## src/rtl/decimator_mc_if.sv

```systemverilog
// Frame handshake bundle for decimator_mc.
// slave = decimator side, master = producer/consumer side.
interface decimator_mc_if #(
  parameter int W  = 16,
  parameter int CH = 4
);
  logic [W*CH-1:0] i_data;
  logic            i_ready;
  logic [W*CH-1:0] o_data;
  logic            o_ready;
  logic            i_accept;

  modport slave (
    input  i_data,
    input  i_ready,
    input  i_accept,
    output o_data,
    output o_ready
  );

  modport master (
    output i_data,
    output i_ready,
    output i_accept,
    input  o_data,
    input  o_ready
  );
endinterface

```

## src/rtl/decimator_mc.sv

```systemverilog
// Multi-channel keep-last-of-M decimator with held output and overflow flag.
// Optional DECIM_DROP_CNT_EN adds a saturating dropped-frame counter.
module decimator_mc #(
  parameter int W     = 16,
  parameter int CH    = 4,
  parameter int MAX_M = 256,
  parameter int RW    = $clog2(MAX_M + 1)
) (
  input  logic          i_clk,
  input  logic          i_rst_n,
  input  logic [RW-1:0] i_ratio,
  input  logic          i_clr,
  output logic          o_overflow,
`ifdef DECIM_DROP_CNT_EN
  output logic [15:0]   o_drop_cnt,
`endif
  decimator_mc_if.slave bus
);

  typedef enum logic {
    EMPTY = 1'b0,
    FULL  = 1'b1
  } state_t;

  state_t          state_q, state_d;
  logic [W*CH-1:0] data_q, data_d;
  logic [RW-1:0]   cnt_q, cnt_d;
  logic [RW-1:0]   m_cur_q, m_cur_d;
  logic            ovf_q, ovf_d;
  logic            cap;
  logic            drop;

  // Zero means "no decimation"; anything above MAX_M clamps.
  function automatic logic [RW-1:0] sat(input logic [RW-1:0] x);
    if (x == '0)
      return RW'(1);
    else if (x > RW'(MAX_M))
      return RW'(MAX_M);
    else
      return x;
  endfunction

  always_comb begin
    cap     = bus.i_ready && (cnt_q == m_cur_q - RW'(1));
    cnt_d   = cnt_q;
    m_cur_d = m_cur_q;
    if (bus.i_ready) begin
      if (cap) begin
        cnt_d   = '0;
        m_cur_d = sat(i_ratio);
      end else begin
        cnt_d = cnt_q + RW'(1);
      end
    end
  end

  always_comb begin
    state_d = state_q;
    data_d  = data_q;
    drop    = 1'b0;
    unique case (state_q)
      EMPTY: begin
        if (cap) begin
          data_d  = bus.i_data;
          state_d = FULL;
        end
      end
      FULL: begin
        if (bus.i_accept) begin
          if (cap)
            data_d = bus.i_data;
          else
            state_d = EMPTY;
        end else if (cap) begin
          drop = 1'b1;
        end
      end
      default: state_d = EMPTY;
    endcase
    // A drop in the clearing cycle still leaves the flag set.
    ovf_d = drop | (ovf_q & ~i_clr);
  end

  always_ff @(posedge i_clk) begin
    if (!i_rst_n) begin
      state_q <= EMPTY;
      data_q  <= '0;
      cnt_q   <= '0;
      m_cur_q <= sat(i_ratio);
      ovf_q   <= 1'b0;
    end else begin
      state_q <= state_d;
      data_q  <= data_d;
      cnt_q   <= cnt_d;
      m_cur_q <= m_cur_d;
      ovf_q   <= ovf_d;
    end
  end

  assign bus.o_data  = data_q;
  assign bus.o_ready = (state_q == FULL);
  assign o_overflow  = ovf_q;

`ifdef DECIM_DROP_CNT_EN
  logic [15:0] drop_cnt_q, drop_cnt_d;

  always_comb begin
    drop_cnt_d = drop_cnt_q;
    if (i_clr)
      drop_cnt_d = {15'd0, drop};
    else if (drop && drop_cnt_q != 16'hFFFF)
      drop_cnt_d = drop_cnt_q + 16'd1;
  end

  always_ff @(posedge i_clk) begin
    if (!i_rst_n)
      drop_cnt_q <= '0;
    else
      drop_cnt_q <= drop_cnt_d;
  end

  assign o_drop_cnt = drop_cnt_q;
`endif

endmodule

```

## src/flat_wrapper.sv

```systemverilog
// flat-port wrapper written by rule: the top's interface ports become plain ports
module decimator_mc_flat 
#(
  parameter int W     = 16,
  parameter int CH    = 4,
  parameter int MAX_M = 256,
  parameter int RW    = $clog2(MAX_M + 1)
)
  (i_clk, i_rst_n, i_ratio, i_clr, o_overflow, bus_i_data, bus_i_ready, bus_i_accept, bus_o_data, bus_o_ready);
  decimator_mc_if #(.W(W), .CH(CH)) bus_i ();
  input  logic i_clk;
  input  logic i_rst_n;
  input  logic [RW-1:0] i_ratio;
  input  logic i_clr;
  output logic o_overflow;
  input wire logic [$bits(bus_i.i_data)-1:0] bus_i_data;
  input wire logic [$bits(bus_i.i_ready)-1:0] bus_i_ready;
  input wire logic [$bits(bus_i.i_accept)-1:0] bus_i_accept;
  output wire logic [$bits(bus_i.o_data)-1:0] bus_o_data;
  output wire logic [$bits(bus_i.o_ready)-1:0] bus_o_ready;
  assign bus_i.i_data = bus_i_data;
  assign bus_i.i_ready = bus_i_ready;
  assign bus_i.i_accept = bus_i_accept;
  assign bus_o_data = bus_i.o_data;
  assign bus_o_ready = bus_i.o_ready;
  decimator_mc #(.W(W), .CH(CH), .MAX_M(MAX_M), .RW(RW)) u_core (.i_clk(i_clk), .i_rst_n(i_rst_n), .i_ratio(i_ratio), .i_clr(i_clr), .o_overflow(o_overflow), .bus(bus_i));
endmodule
```

## config.mk

```make
export PLATFORM = sky130hd
export DESIGN_NAME = decimator_mc_flat
export DESIGN_NICKNAME = d
export VERILOG_FILES = /design/src/rtl/decimator_mc_if.sv /design/src/rtl/decimator_mc.sv /design/src/flat_wrapper.sv
export SDC_FILE = /design/constraint.sdc
export NUM_CORES = 1
export LEC_CHECK = 0
export BUFFER_PORTS_ARGS = -buffer_cell sky130_fd_sc_hd__buf_2
export CORE_ASPECT_RATIO = 1.25
export CORE_UTILIZATION = 53
export CTS_CLUSTER_DIAMETER = 80
export DETAILED_ROUTE_END_ITERATION = 8
export PLACE_DENSITY = 0.9
export SLEW_MARGIN = 40
export SYNTH_ARGS = -nofsm -noshare
export SYNTH_HDL_FRONTEND = slang
export SYNTH_SLANG_ARGS = --single-unit
```

## constraint.sdc

```tcl
create_clock -name i_clk -period 5.8 [get_ports i_clk]
set_clock_uncertainty 0.2 [all_clocks]
set_input_delay 0.58 -clock i_clk [delete_from_list [all_inputs] [get_ports i_clk]]
set_output_delay 0.58 -clock i_clk [all_outputs]
set_load 0.01 [all_outputs]
```

* After elaboration in Yosys (flattened, before gate mapping) *
Cells that the tools add are included.

storage, ports and cells
  register bits after elaboration = 84
  input port bits = 78
  output and inout port bits = 66
  word-level logic and storage cells = 33

cells by class
  add/sub/neg operators = 2
  order comparisons = 1
  equal/unequal tests = 4
  multiplexer cells = 14
  bitwise operators = 4
  reductions and logical operators = 3

operator list
  operator               count
  $mux W64               2
  $pmux W64 S2           1
  $mux W9                6
  $add A9 B1 Y9 const B  1
  $eq A9 B9 Y1           1
  $gt A9 B9 Y1 const B   1
  $logic_not A9 Y1       1
  $sub A9 B1 Y9 const B  1
  $mux W1                4
  $ne A2 B1 Y1 const B   2
  $ne A2 B2 Y1 const B   1
  $not A1 Y1             2
  $pmux W1 S2            1
  $reduce_and A2 Y1      1
  $and A1 B1 Y1          1
  $logic_and A1 B1 Y1    1
  $or A1 B1 Y1           1

* Logic depth before layout (Yosys ltp) *
Gate-level depths: netlist (run 1).

  depth after elaboration = 7
  mapped depth = 10
  mapped depth without buffers = 8

* Worst setup path before layout (run 1) *
Ideal clock, no wire load.

  kind = flip-flop to flip-flop
  start = reg u_core.m_cur_q[2]
  end = reg u_core.m_cur_q[0] (enable)
  library setup time = 0.376 ns
  arrival = 2.162 ns
  data required time = 5.224 ns
  setup slack = 3.062 ns
  cell stages (with the launch flop) = 6
  path buffers = 0
  path through = edfxtp_1 -> or3_1 -> or4_1 -> a211oi_2 -> o211ai_2 -> o21ai_2

between the ends
  word-level cells in the longest chain between the ends = 5

RTL lines
  what                                RTL line            RTL
  from (decl)                         decimator_mc.sv:28  logic [RW-1:0] m_cur_q, m_cur_d;
  from (signal assigned)              decimator_mc.sv:89  m_cur_q <= sat(i_ratio);
  from (signal assigned)              decimator_mc.sv:95  m_cur_q <= m_cur_d;
  $sub A9 B1 Y9                       decimator_mc.sv:44  cap = bus.i_ready && (cnt_q == m_cur_q - RW'(1));
  $eq A9 B9 Y1                        decimator_mc.sv:44
  $logic_and A1 B1 Y1                 decimator_mc.sv:44
  $ne A2 B1 Y1 (no source line)       -
  $reduce_and A2 Y1 (no source line)  -

Every way passes these cells.
A chain may end at the register's enable or synchronous reset.

* Worst setup path after layout (run 1) *
  start = reg u_core.m_cur_q[2]
  end = reg u_core.data_q[11], in the netlist u_core.bus.o_data[11]

between the ends
  word-level cells in the longest chain between the ends = 6

RTL lines
  what                     RTL line            RTL
  $sub A9 B1 Y9 (*)        decimator_mc.sv:44
  $eq A9 B9 Y1 (*)         decimator_mc.sv:44
  $logic_and A1 B1 Y1 (*)  decimator_mc.sv:44
  $mux W64 (*)             -
  $mux W64                 -
  $pmux W64 S2 (*)         -
  to (signal assigned)     decimator_mc.sv:93  data_q <= data_d;
  to (decl)                decimator_mc.sv:26  logic [W*CH-1:0] data_q, data_d;

Every way passes the cells marked *; elsewhere a longest branch is shown, timed or not. The select of a mux whose other input is x is not followed.

==> metrics.txt, run 1 <==
GP Congestion=0.823; slowest cell on the critical path=buf_4; hold crit path type=in -> reg; max incr delay on CP=0.54 ns; Leak Pwr=2.06 nW; routed vias/inst=5.06; Crit Path Max Fanout=38; clock latency on the worst-skew pair=0.34 ns; Setup WS pre-CTS=2.65 ns; cells resized by post-CTS repair=0; number of buffers created by CTS=9; RR Startpoint=u_core.m_cur_q[2]$_SDFFCE_PP0P_; Avg WL per Cell=13.2 um; worst hold start=i_clr; CP Buf/Inv Count=1; Max-Slew Margin vs Limit=48.9%; Unique masters post-synth=43; Hold Buf Count CTS=0; sequential area share after synthesis=47.4%; clk slew on worst S/H paths=0.08 ns; outcome=completed; drt first-iter violations=93; hold depth=2; Layout area overhead=24.1%; DIE AREA=7390 um2; synthesis-stage register bit count=84; min cycle time layout=3.29 ns; Max-cap violations=0; CTS H-tree depth=3; Clock Tree Buf Depth=2; Post-Route WL=8.22 mm; DRT Pass-1 Iters=4; FF-to-FF End=u_core.bus.o_data[11]$_SDFFE_PN0P_; antenna violations before repair=0; Site Rows=33; Hold EP=u_core.o_overflow$_SDFF_PN0_; Mapped Area=3740 um2; placed cell count=609; postcts setup bufs=0; async set-or-reset flop fraction in the synthesized netlist=0%; syn avg cell area=9.37 um2; number of global-route vias before repair=3,083; Synth warnings=0; # DRC=0; CP endpoint kind=flop; commonest non-fill, non-tap cell in the layout=buf_2; Finished Layout Cells=625; Reg2Reg Depth=7; CP cell instances=or3_1, or4_1, a211oi_2, o211ai_2, nor3_4, buf_4, mux2i_1; FF-to-FF setup slack=2.51 ns; Top-Level Pins=144; Crit Path Class=reg -> reg; root buf cell=clkbuf_8; first-pass GRT wire length=12.8 mm; setup violators final=0; post-route setup TNS=0 ns; period utilization=56.7%; Starting Density=55.9%; FF/Latch Area=1770 um2; # fillers=535; setup ws final=2.51 ns; final instance area=4640 um2; DP Wirelength=5.96 mm; dpl cell area=4410 um2; Congestion Overflow GR=0; achievable clock frequency=304 MHz; Post-Syn Nets=481; Nets=615; layout cells sized above 1=31.0%; TritonCTS clock tree=yes; die height=95.9 um; largest net degree at the start of global routing=122; Worst Setup Start Kind=flop; CTS Sinks=84; die width=77.1 um; Slew @ Worst Pin=0.767 ns; area occupied by multi-input gates=1760 um2; cell family with most CP delay=simple AND/OR/NAND/NOR gates; Hold Violations, Final=0; critical path required time=5.85 ns; Post-Syn Instances=399; placeable core area=6690 um2; Critical Path Source=u_core.m_cur_q[2]$_SDFFCE_PP0P_; Final ANT Viol Nets=0; VDD IR max=0.147 mV; Data arrival, critical path=3.34 ns; vias=3,161; Slew Limit Fails=0; Min Hold Slack=0.227 ns; Post-synth EDFFs=9; ant diodes=0; Port Buf Inserts=143; commonest non-fill, non-tap cells in the layout=buf_2, nand2_1, dfxtp_1; ys flop type=dfxtp_1; gr usage total=21.9%; RSZ-0062 raised after global routing=false; Cell Pwr Density=247 nW/um2
how the worst max path moves through the flow:
stage          depth (start not counted)                            endpoint  slack, ns
3_3_place_gp                           7   u_core.bus.o_data[6]$_SDFFE_PN0P_       2.79
3_5_place_dp                           7  u_core.bus.o_data[11]$_SDFFE_PN0P_       2.65
4_1_cts                                7  u_core.bus.o_data[11]$_SDFFE_PN0P_       2.63
6_report                               7  u_core.bus.o_data[11]$_SDFFE_PN0P_       2.51
5_1_grt                                9  u_core.bus.o_data[11]$_SDFFE_PN0P_       2.35
2_1_floorplan                          5     u_core.m_cur_q[0]$_SDFFCE_PN1P_       3.06
worst register-to-register path: cells and delay by family (launching register included):
kind | cells | cell delay (ns)
and+or+nand+nor | 3 | 1.17
AOI/OAI and AO/OA | 2 | 0.48
buffers and inverters | 1 | 0.54
DFF | 1 | 0.47
muxes | 1 | 0.34
through the flow:
stage          utilization (%)  power [mW]
3_3_place_gp              65.8       0.692
5_1_grt                   69.3        1.19
6_report                  69.3        1.14
2_1_floorplan                -       0.660
4_1_cts                   69.2        1.15
3_5_place_dp              65.9       0.697
per-layer routing:
layer	global-route usage, %	up-vias	share of wire [%]
li1	-	1588	-
met1	21.6	1446	39
met2	42.5	104	54
met3	5.02	23	4.8
met4	11.6	0	2.5
met5	0	-	0
state kept, by name, indices dropped and copies added, names as in the netlist:
name / count
u_core.bus.o_data: 64
u_core.bus.o_ready: 1
u_core.cnt_q: 9
u_core.m_cur_q: 9
u_core.o_overflow: 1
layout make-up:
cell class	instances	area share [%]
inverters	7	0.567
clock inverters	5	1.78
clock buffers	11	3.05
well taps	87	2.35
multi-input cells	285	38.0
flip-flops and latches	84	38.2
repair buffers	146	16.1
synth_stat cells, types with 2 or more instances:
cell type / n / area share [%]
a31oi_1: 2 / 0.33
and2_1: 7 / 1.2
buf_12: 6 / 3.2
clkbuf_1: 16 / 1.6
dfxtp_1: 75 / 40
edfxtp_1: 9 / 7.2
ha_1: 4 / 1.3
inv_1: 7 / 0.70
mux2i_1: 65 / 17
nand2_1: 136 / 14
nand3_1: 6 / 0.80
nand4_1: 2 / 0.33
nor2_1: 15 / 1.5
nor2b_1: 3 / 0.50
nor3_1: 2 / 0.27
nor4_1: 2 / 0.33
o21ai_0: 2 / 0.27
or3_1: 2 / 0.33
xnor2_1: 6 / 1.4
xor2_1: 9 / 2.1
cell families after synthesis:
kind of cell,after synthesis,synth area share [%]
simple gates,184,20.9
flops,84,47.4
mux,65,17.4
buf+inv,30,5.83
compound gates,17,3.58
xor+xnor,15,3.52
fa+ha+maj,4,1.34
power by group:
group          leakage (nW)  internal [mW]  switching, mW
Sequential            0.696          0.593        0.00747
Clock                 0.114          0.256          0.204
Combinational          1.25         0.0388         0.0455
Power figures use the tool's default switching activity.
==> inputs of run 2 (changes only) <==
Settings changed: CORE_UTILIZATION 53 to 44, PLACE_DENSITY 0.9 to 0.8.
Clock period 5.8 ns to 3.01 ns, I/O delays scaled along.
==> run 2 against run 1 <==
- the flow now finishes with violations (design-rule violations)
- setup slack worse by 2.4 ns
- utilization shrank 3.7 points
- worst hold slack got worse by 0.21 ns
- via count grew 11%
- sequential power increased by 92%
- clock power rose by 70%
- global-route usage is 0.98 points higher
- non-clock buffer count rose by 76
- first-iteration DRC count rose by 65%
- critical path depth is 1 higher
- sequential share of layout area is 5.5 points lower
- register-to-register slack got worse by 2.4 ns
- critical path type unchanged
- critical endpoint is now u_core.bus.o_data[53]$_SDFFE_PN0P_
==> metrics.txt, run 2 (synthesis results as in run 1) <==
Slew @ Worst Pin=0.580 ns (was 0.767 ns); failing checks=design-rule violations; Crit Path Class=reg -> reg (unchanged); metal3 WL=407 um (was 394 um); worst hold start=bus_i_data[44] (was i_clr); post-route setup TNS=0 ns (unchanged); Post-Route WL=10.2 mm (was 8.22 mm); antenna violations before repair=0 (unchanged); Reg2Reg Depth=8 (was 7); Slew Limit Fails=0 (unchanged); die width=84.4 um (was 77.1 um); hold crit path type=in -> reg (unchanged); TritonCTS clock tree=yes (unchanged); placed cell count=624 (was 609); Congestion Overflow GR=0 (unchanged); root buf cell=clkbuf_8 (unchanged); Max-Slew Margin vs Limit=61.4% (was 48.9%); CP cell instances=or3_1, or4_1, a211oi_2, o211ai_2, nor3_4, buf_12, buf_12, mux2i_2 (was or3_1, or4_1, a211oi_2, o211ai_2, nor3_4, buf_4, mux2i_1); CTS H-tree depth=3 (unchanged); Site Rows=37 (was 33); GP Congestion=0.785 (was 0.823); met2 WL=5.62 mm (was 4.41 mm); number of buffers created by CTS=9 (unchanged); Clock Tree Buf Depth=2 (unchanged); post-layout util=65.7% (was 69.3%); max incr delay on CP=0.49 ns (was 0.54 ns); Min Hold Slack=0.0170 ns (was 0.227 ns); dpl cell area=4530 um2 (was 4410 um2); hold depth=3 (was 2); RR Startpoint=u_core.m_cur_q[3]$_SDFFCE_PP0P_ (was u_core.m_cur_q[2]$_SDFFCE_PP0P_); Finished Layout Cells=710 (was 625); Data arrival, critical path=2.93 ns (was 3.34 ns); Nets=691 (was 615); clock latency on the worst-skew pair=0.35 ns (was 0.34 ns); DP Wirelength=6.09 mm (was 5.96 mm); M1 wire length=3.78 mm (was 3.21 mm); placeable core area=8240 um2 (was 6690 um2); Hold Violations, Final=0 (unchanged); DRT Pass-1 Iters=6 (was 4); vias=3,508 (was 3,161); final instance area=5410 um2 (was 4640 um2); ant diodes=0 (unchanged); DIE AREA=8870 um2 (was 7390 um2); setup violators final=0 (unchanged); CP endpoint kind=flop (unchanged); gr usage total=22.8% (was 21.9%); FF-to-FF End=u_core.bus.o_data[53]$_SDFFE_PN0P_ (was u_core.bus.o_data[11]$_SDFFE_PN0P_); Port Buf Inserts=143 (unchanged); CP Buf/Inv Count=2 (was 1); period utilization=95.1% (was 56.7%); Final ANT Viol Nets=0 (unchanged); largest net degree at the start of global routing=75 (was 122); Crit Path Max Fanout=19 (was 38); outcome=complete, but fails checks (was completed); Max-cap violations=0 (unchanged); cell family with most CP delay=simple AND/OR/NAND/NOR gates (unchanged); top layer used by detailed routing=met4 (unchanged); Top-Level Pins=144 (unchanged); # DRC=7 (was 0); die height=105 um (was 95.9 um); clk slew on worst S/H paths=0.08 ns (about the same); VDD IR max=0.245 mV (was 0.147 mV); first-pass GRT wire length=15.9 mm (was 12.8 mm); crit-path most repeated cell=buf_12; Avg WL per Cell=14.3 um (was 13.2 um); Layout area overhead=44.8% (was 24.1%); commonest non-fill, non-tap cell in the layout=buf_2 (unchanged); Cell Pwr Density=403 nW/um2 (was 247 nW/um2); Setup WS pre-CTS=0.0926 ns (was 2.65 ns); slowest cell on the critical path=or4_1 (was buf_4); routed vias/inst=4.94 (was 5.06); max FFs per register=64 (unchanged); FF-to-FF setup slack=0.15 ns (was 2.51 ns); commonest non-fill, non-tap cells in the layout=buf_2, nand2_1, dfxtp_1 (unchanged); RSZ-0062 raised after global routing=false (unchanged); critical path required time=3.08 ns (was 5.85 ns); layout cells sized above 1=30.0% (was 31.0%); drt first-iter violations=153 (was 93); min cycle time layout=2.86 ns (was 3.29 ns); Leak Pwr=2.40 nW (was 2.06 nW); Worst Setup Start Kind=flop (unchanged); Starting Density=45.4% (was 55.9%); Tot Pwr=2.18 mW (was 1.14 mW); Hold EP=u_core.bus.o_data[44]$_SDFFE_PN0P_ (was u_core.o_overflow$_SDFF_PN0_); CTS Sinks=84 (unchanged); number of global-route vias before repair=3,523 (was 3,083); achievable clock frequency=349 MHz (was 304 MHz); setup ws final=0.148 ns (was 2.51 ns)
-- run 2: how the worst max path moves through the flow --
| stage | from | end | slack, ns | cells past startpoint |
|---|---|---|---|---|
| finish | u_core.m_cur_q[3]$_SDFFCE_PP0P_ | u_core.bus.o_data[53]$_SDFFE_PN0P_ | 0.15 | 8 |
| floorplan | u_core.m_cur_q[2]$_SDFFCE_PP0P_ | u_core.m_cur_q[0]$_SDFFCE_PN1P_ | 0.27 | 5 |
| CTS | u_core.m_cur_q[3]$_SDFFCE_PP0P_ | u_core.bus.o_data[44]$_SDFFE_PN0P_ | 0.08 | 8 |
| global route | u_core.m_cur_q[2]$_SDFFCE_PP0P_ | u_core.bus.o_data[39]$_SDFFE_PN0P_ | 0.01 | 8 |
| global placement | u_core.m_cur_q[3]$_SDFFCE_PP0P_ | u_core.bus.o_data[44]$_SDFFE_PN0P_ | 0.20 | 8 |
| detailed placement | u_core.m_cur_q[3]$_SDFFCE_PP0P_ | u_core.bus.o_data[6]$_SDFFE_PN0P_ | 0.09 | 8 |
-- run 2: layer usage --
metal  GRT usage (%)  vias to the layer above
met3            4.58                       32
met5               0                        -
met2            43.1                      114
met1            23.0                     1628
li1                -                     1734
met4            13.2                        0
-- run 2: what timing repair did --
item / CTS / global route
hold endpoints to repair: 58 / 1
resized for setup: 0 / 3
endpoints found under the setup margin: 0 / 50
hold buffers: 58 / 1
buffers inserted: 0 / 12
-- run 2: cell type report --
| cell class | instances | area [um2] |
|---|---|---|
| timing repair buffer | 222 | 1530 |
| sequential | 84 | 1770 |
| multi-input combinational | 285 | 1760 |
| clock buffer | 13 | 181 |
| tap | 97 | 121 |
| clock inverter | 2 | 15.0 |
| inverter | 7 | 26.3 |
| fill | 602 | 2830 |
-- run 2: worst reg2reg max path, stage by stage, from the launching register on --
cell and delay, ns:
edfxtp_1 0.42, or3_1 0.38, or4_1 0.49, a211oi_2 0.26, o211ai_2 0.17, nor3_4 0.23
buf_12 0.18, buf_12 0.20, mux2i_2 0.25
-- run 2: power breakdown --
| group | switching (mW) | internal [mW] | leakage, nW |
|---|---|---|---|
| clock | 0.386 | 0.397 | 0.0920 |
| combinational | 0.107 | 0.135 | 1.61 |
| sequential | 0.0124 | 1.14 | 0.696 |
| total | 0.506 | 1.67 | 2.40 |
